===== src/rtl/fifo_gen.sv =====
// fifo_gen: parametrised synchronous FIFO with occupancy count, thresholds, sticky errors and optional FWFT read
module fifo_gen #(
  parameter int WIDTH = 8,
  parameter int DEPTH = 16,
  parameter int AF_LEVEL = 12,
  parameter int AE_LEVEL = 4,
  parameter int FWFT = 0
) (
  input  logic                   clk,
  input  logic                   reset,
  input  logic [WIDTH-1:0]       data_in,
  input  logic                   push,
  input  logic                   pop,
  input  logic                   clr_err,
  output logic [WIDTH-1:0]       data_out,
  output logic                   full,
  output logic                   empty,
  output logic                   almost_full,
  output logic                   almost_empty,
  output logic [$clog2(DEPTH):0] count,
  output logic                   overflow,
  output logic                   underflow
);
  localparam int AW = $clog2(DEPTH);
  localparam int CW = AW + 1;
  logic [WIDTH-1:0] mem [DEPTH];
  logic [AW-1:0] wr_ptr, rd_ptr;
  logic pop_ok, push_ok;
  assign pop_ok = pop && !empty;
  assign push_ok = push && (!full || pop_ok);
  assign full = count == CW'(DEPTH);
  assign empty = count == '0;
  assign almost_full = count >= CW'(AF_LEVEL);
  assign almost_empty = count <= CW'(AE_LEVEL);
  always_ff @(posedge clk)
    if (push_ok) mem[wr_ptr] <= data_in;
  always_ff @(posedge clk or negedge reset)
    if (!reset) begin
      wr_ptr <= '0;
      rd_ptr <= '0;
      count <= '0;
      overflow <= 1'b0;
      underflow <= 1'b0;
    end else begin
      if (push_ok) wr_ptr <= wr_ptr + 1'b1;
      if (pop_ok) rd_ptr <= rd_ptr + 1'b1;
      count <= count + CW'(push_ok) - CW'(pop_ok);
      overflow <= (overflow && !clr_err) || (push && !push_ok);
      underflow <= (underflow && !clr_err) || (pop && !pop_ok);
    end
  // FWFT shows the head word directly; standard mode latches it on an accepted pop
  if (FWFT != 0) begin : g_fwft
    assign data_out = mem[rd_ptr];
  end else begin : g_reg
    always_ff @(posedge clk or negedge reset)
      if (!reset) data_out <= '0;
      else if (pop_ok) data_out <= mem[rd_ptr];
  end
endmodule

===== config.mk =====
export PLATFORM = sky130hd
export DESIGN_NAME = fifo_gen
export DESIGN_NICKNAME = d
export VERILOG_FILES = /design/src/rtl/fifo_gen.sv
export SDC_FILE = /design/constraint.sdc
export NUM_CORES = 1
export LEC_CHECK = 0
export CORE_MARGIN = 1.5
export CORE_UTILIZATION = 64
export DETAILED_ROUTE_END_ITERATION = 10
export PLACE_DENSITY = 0.87
export SLEW_MARGIN = 10
export SYNTH_ARGS = -nofsm -noshare
export SYNTH_HDL_FRONTEND = slang
export SYNTH_SLANG_ARGS = --single-unit
export TNS_END_PERCENT = 10

===== constraint.sdc =====
create_clock -name clk -period 4.79 [get_ports clk]
set_input_delay 0.958 -clock clk [delete_from_list [all_inputs] [get_ports clk]]
set_output_delay 0.958 -clock clk [all_outputs]
set_load 0.1 [all_outputs]

==> results.md, run 1 <==
* WHS Path Cells at 1
* Synth area leader: edfxtp_1
* Switch Pwr at 1.80 mW
* Worst reg2reg setup slack at ~2000 ps
* Combinational power share at 34.3%
* I/O pins at 32
* CP cell instances: inv_1, ha_1, nand4bb_1, inv_1, clkdlybuf4s50_1
* Site Rows at 35
* Async SR Flop Fraction at 15.2%
* RSZ-0062 raised after global routing: no
* Avg Inst Size Synth at about 20 sq um
* Final hold vios at 0
* Total die area at approximately 10000 sq um
* Count leader, synth: edfxtp_1
* IO Port Bufs at 31
* Pins Over Slew Limit at 0
* Final non-filler cell total at 496
* WL final at 12200 um
* Worst path bufs/invs at 3
* Clk_skew at between 7 and 8 ps
* Clk Latency, worst-skew pair at 530 ps
* Final GP Congestion at 0.839
* Pleak at 2.61 nW
* Main combinational cell family by area after synthesis: multiplexers
* Measured slew at the worst slew-check pin at 1070 ps
* Cell Area, Synth at about 6300 sq um
* Max stage delay cell, worst path: clkdlybuf4s50_1
* Top post-synthesis cells by area: edfxtp_1, mux4_1, dfrtp_1
* WS Path Type: register to primary output
* DR WL/cell at 24.7 um
* Initial core utilization at 66.9%
* Clk pwr share at 28.1%
* DRT Pass-1 Iters at 5
* Mapped Nets at 342
* Internal power at 3.14 mW
* Worst Path Arrival at 2840 ps
* Total GRT Usage at a little over a quarter
* EDFF count, synth at 128
* Final setup vio count at 0
* Post-synth top cells: edfxtp_1, mux4_1, dfrtp_1, mux2i_1, ha_1
* Drt via density at 6.41
* CTS tree: done
* Crit path max-delay family: buffers and inverters
* Compound-cell area share of the yosys netlist at 3.45%
* Worst r2r dst: count[4]
* Clock-pin slew on the worst setup and hold paths at 60 ps
* Synthesis warning total at 0
* WP data required at ~3800 ps
* TritonCTS Buffers at 17
* # diodes at 0
* Setup TNS at 0 ps
* Setup crit end kind: primary output
* Yosys top cell area share at 61.3%
* Synth unique cells at 36
* Hold Crit Endpoint: overflow
* Grt total ovfl at 0
* Period utilization at 79.3%
* Hold Buf Count CTS at 0
* Fill count at 511
* CTS max path bufs at 2
* Largest net degree at the start of global routing at 24
* Reg2reg path depth at 10
* Drt drc at 0
* Worst Hold Class: register to register
* Maximum vdd drop at 0.000419 V
* Die Ht at a little over 100 um
* Worst Setup Start Kind: register
* Yosys reg bits at 151
* Post-route minimum period at 3800 ps
* DP Cell Count at between 400 and 500
* CP max stage delay at 1140 ps
* Final HPWL DP at 7380 um
* Number of global-route vias before repair at 3252
* Initial antenna violation count at 0
* Synth Area in Adders at about 3.1%
* Multiplexer share of the synthesized area at between 10% and 20%
* First-pass GRT wire length at 18800 um
* Share of post-route cells with drive strength above 1 at 12.5%
* Rel. slew slack at between 20 and 30%
* Synth Area in Simple Gates at 2.50%
* Core area at 9370 sq um
* Die width at 102 um
* PostCTS Resize Cnt at 0
* Clock sink count at between 150 and 200
* CP most frequent cell: inv_1
* Via count at ~3200
* Clk root buf: clkbuf_8
* PD cells at between 600 and 700 nW/um^2
* Worst r2r src: count[3]
* Sequential-to-total area share from yosys stat at 70.5%
* Hold Path Origin: overflow
* Flop pwr share at 37.6%
* Outcome: complete, no violations
* Iter 0 DRT Violations at 391
* Post-synthesis xor/xnor area fraction at 1.26%
* Post-synthesis cell count at about 310
* CTS H-tree depth at 4
* ANT nets after route at 0
* Area growth syn-to-layout at 15.7%
* Max_cap viols at 0
* Sw frac at 36.4%
* F_max at 263 MHz
* Post-CTS Setup Inserts at 0
* # nets final at roughly 380
* Worst Path Max Fanout at 7
* Top_reg_cell synth: edfxtp_1
## state kept, by name, summed over array words and instances (netlist names)
signal and cells:
rd_ptr 4, count 5, wr_ptr 4, underflow 1, overflow 1, data_out 8, mem 128
## final cells by class
class	count	area [sq um]	share of cell area, %
clock buffer	23	457	6.30
clock inverter	9	163	2.24
inverter	10	37.5	0.518
multi-input combinational	136	1650	22.8
sequential	151	4420	60.9
tap	129	161	2.23
timing repair buffer	38	360	4.97
## worst register-to-register path: cells and delay by family (launching register included)
kind / cells / cell delay, ps
xor+xnor: 1 / 130
simple gates: 1 / 280
buf+inv: 1 / 150
compound gates: 3 / 730
mux: 1 / 170
flops: 1 / 410
fa+ha+maj: 3 / 840
## cells in the final DEF, fill, tap and decap left out, drive strengths merged, types with 2 or more instances in the layout
cell / instances
xnor2: 6
dfrtp: 23
o21ai: 9
nor3: 5
nand2b: 2
mux2i: 17
nor2: 13
a32o: 2
o221ai: 8
or3: 2
mux4: 32
ha: 14
o211ai: 5
nand3: 3
edfxtp: 128
bufinv: 4
xor2: 3
clkbuf: 23
clkdlybuf4s50: 30
inv: 13
mux2: 2
a21oi: 2
nand2: 3
buf: 8
## power by group through the flow
stage	logic (mW)	clock network [mW]	registers, mW
2_1_floorplan	1.02	0	2.15
3_3_place_gp	1.62	0	1.87
3_5_place_dp	1.66	0	1.88
4_1_cts	1.69	1.39	1.86
5_1_grt	1.78	1.45	1.88
6_report	1.69	1.38	1.86
## routing by layer
metal  GRT usage (%)  share of wire (%)  wire length, um  vias up
met4            10.0                3.3              404        0
met1            33.5                 38             4700     1607
met3            9.99                8.3             1020       31
met5               0                  0                0        -
li1                -                  -                -     1372
met2            43.0                 50             6110      170
## per-stage QoR
stage	power, mW	cell area (sq um)	setup slack [ps]	hold WS [ps]	util (%)
after CTS	4.94	7250	980	494	77.4
final	4.94	7250	990	494	77.4
after global routing	5.12	7250	762	498	77.4
after global placement	3.49	6630	1540	477	70.8
after floorplan	3.16	6270	1560	456	-
after detailed placement	3.54	6630	1450	481	70.8
## how the worst max path moves through the flow
stage,startpoint,depth (start not counted),slack [ps],to
after floorplan,count[3],4,1560,almost_empty
after global placement,pop,7,1540,count[4]
after detailed placement,pop,7,1450,count[4]
after CTS,count[3],5,980,full
after global routing,count[3],5,760,full
final,count[3],5,990,full
## kinds of logic after synthesis
kind of cell,Yosys count
and+or+nand+nor,31
buffers and inverters,27
adders and majority gates,15
AOI/OAI and AO/OA,30
xor gates and xnor gates,9
DFF,151
muxes,51
Power figures use the tool's default switching activity.
==> inputs of run 2 (changes only) <==
CORE_UTILIZATION = 54   (was 64)
PLACE_DENSITY = 0.79   (was 0.87)
clock period = 3.47 ns   (was 4.79 ns; I/O delays follow)
==> results.md, run 2 (synthesis gave the netlist of run 1 again) <==
* Final hold vios at 0 (unchanged)
* Worst Setup Start Kind: register (unchanged)
* Total die area at 12300 sq um (was 10400 sq um)
* Outcome: complete, no violations (unchanged)
* Max reg flops at 128 (unchanged)
* RSZ-0062 raised after global routing: no (unchanged)
* Setup crit end kind: primary output (unchanged)
* Top reg by flops: mem (unchanged)
* CTS H-tree depth at 4 (unchanged)
* Measured slew at the worst slew-check pin at 1110 ps (was 1070 ps)
* Clk_skew at 5.44 ps (was 7.79 ps)
* WL final at 11300 um (was 12200 um)
* Clock-pin slew on the worst setup and hold paths at 60 ps (about the same)
* Commonest non-fill, non-tap cells in the layout: edfxtp_1, buf_4, mux4_1 (was edfxtp_1, clkdlybuf4s50_1, mux4_1)
* Hold Buf Count CTS at 0 (unchanged)
* Met2 Use GR at 33.1% (was 43.0%)
* Pins Over Slew Limit at 0 (unchanged)
* CTS tree: done (unchanged)
* Post-CTS Setup Inserts at 0 (unchanged)
* Rel. slew slack at 25.8% (was 28.5%)
* Final hold slack at 512 ps (was 494 ps)
* Largest regs: mem: 128 flops, data_out: 8 flops, count: 5 flops (unchanged)
* First-pass GRT wire length at 17700 um (was 18800 um)
* Number of global-route vias before repair at 3206 (was 3252)
* Via count at 3053 (was 3180)
* Iter 0 DRT Violations at 229 (was 391)
* Final GP Congestion at 0.818 (was 0.839)
* GR peak layer: met2 (unchanged)
* ANT nets after route at 0 (unchanged)
* # diodes at 0 (unchanged)
* IO Port Bufs at 31 (unchanged)
* Drt via density at 5.82 (was 6.41)
* Area growth syn-to-layout at 17.6% (was 15.7%)
* Initial core utilization at 55.1% (was 66.9%)
* Setup TNS at 0 ps (unchanged)
* I/O pins at 32 (unchanged)
* Initial antenna violation count at 0 (unchanged)
* PD cells at 920 nW/um^2 (was 681 nW/um^2)
* Final setup vio count at 0 (unchanged)
* Period utilization at about nine tenths
* Maximum vdd drop at 0.00104 V (was 0.000419 V)
* F_max at 325 MHz
* M3 GR Usage at 4.92% (was 9.99%)
* Largest net degree at the start of global routing at 24 (unchanged)
* PostCTS Resize Cnt at 0 (unchanged)
* Grt total ovfl at 0 (unchanged)
* Die width at 111 um (was 102 um)
* CTS max path bufs at 2 (unchanged)
* Share of post-route cells with drive strength above 1 at 18.8% (was 12.5%)
* Pleak at 2.70 nW (was 2.61 nW)
* Die Ht at 111 um (was 102 um)
* Total GRT Usage at 19.9% (was 26.6%)
* Drt drc at 0 (unchanged)
* Final HPWL DP at 7050 um (was 7380 um)
* Clk Latency, worst-skew pair at 410 ps (was 530 ps)
* Fill count at 733 (was 511)
* Worst Path Arrival at 2380 ps (was 2840 ps)
* Site Rows at 39 (was 35)
* Worst Hold Class: register to register (unchanged)
* M1 GR Usage at 24.2% (was 33.5%)
* DR WL/cell at 21.6 um (was 24.7 um)
* Clock sink count at 151 (unchanged)
* DRT Pass-1 Iters at 4 (was 5)
* Worst Path Max Fanout at 13 (was 7)
* Commonest non-fill, non-tap cell in the layout: edfxtp_1 (unchanged)
* # nets final at 397 (was 382)
* TritonCTS Buffers at 17 (unchanged)
* Clk root buf: clkbuf_16 (was clkbuf_8)
* WS Path Type: register to primary output (unchanged)
* Max_cap viols at 0 (unchanged)
* Core area at 11400 sq um (was 9370 sq um)
* WP data required at 2780 ps (was 3830 ps)
* Post-route minimum period at between 3000 and 4000 ps
==> run 2: stage by stage <==
step                      total power [mW]  setup WS [ps]  area (sq um)  util (%)  cells
after CTS                             6.82            413          7370      64.8    525
after global routing                  7.05            291          7370      64.8    525
final                                 6.78            398          7370      64.8    525
after detailed placement              4.90            446          6740      59.3    493
after global placement                4.83            561          6740      59.3    493
after floorplan                       4.37            508          6270         -    314
==> run 2: layout make-up <==
cell class,instances,area (sq um),area share [%]
sequential,151,4420,60.0
multi-input combinational,136,1650,22.4
clock buffer,20,457,6.20
timing repair buffer,53,450,6.11
tap,143,179,2.43
clock inverter,12,174,2.36
inverter,10,37.5,0.509
==> run 2: power by group <==
part | leakage, nW | switching [mW] | total [mW] | internal (mW)
logic | 0.968 | 1.46 | 2.33 | 0.868
registers | 1.43 | 0.271 | 2.53 | 2.26
clock network | 0.300 | 0.679 | 1.92 | 1.24
==> run 2: worst paths after layout <==
kind	start	end	slack (ps)	depth (start not counted)
max reg2reg	count[2]	count[4]	720	10
min	rd_ptr[3]	rd_ptr[3]	510	1
max in group asynchronous	reset	rd_ptr[0]	1920	1
min in group asynchronous	reset	count[3]	880	1
max	count[2]	empty	400	5
min reg2reg	rd_ptr[3]	rd_ptr[3]	510	1
==> run 2: metal layers <==
metal	part of all wire, %	wire length, um
met5	0	0
met2	52	5900
met3	7.1	803
met4	2.5	281
met1	38	4330
==> run 2: worst max-delay path, stage by stage, from the launching register on <==
cell     delay, ps
dfrtp_1        440
inv_1          120
ha_1           190
or4b_4         500
inv_1          340
buf_4          370
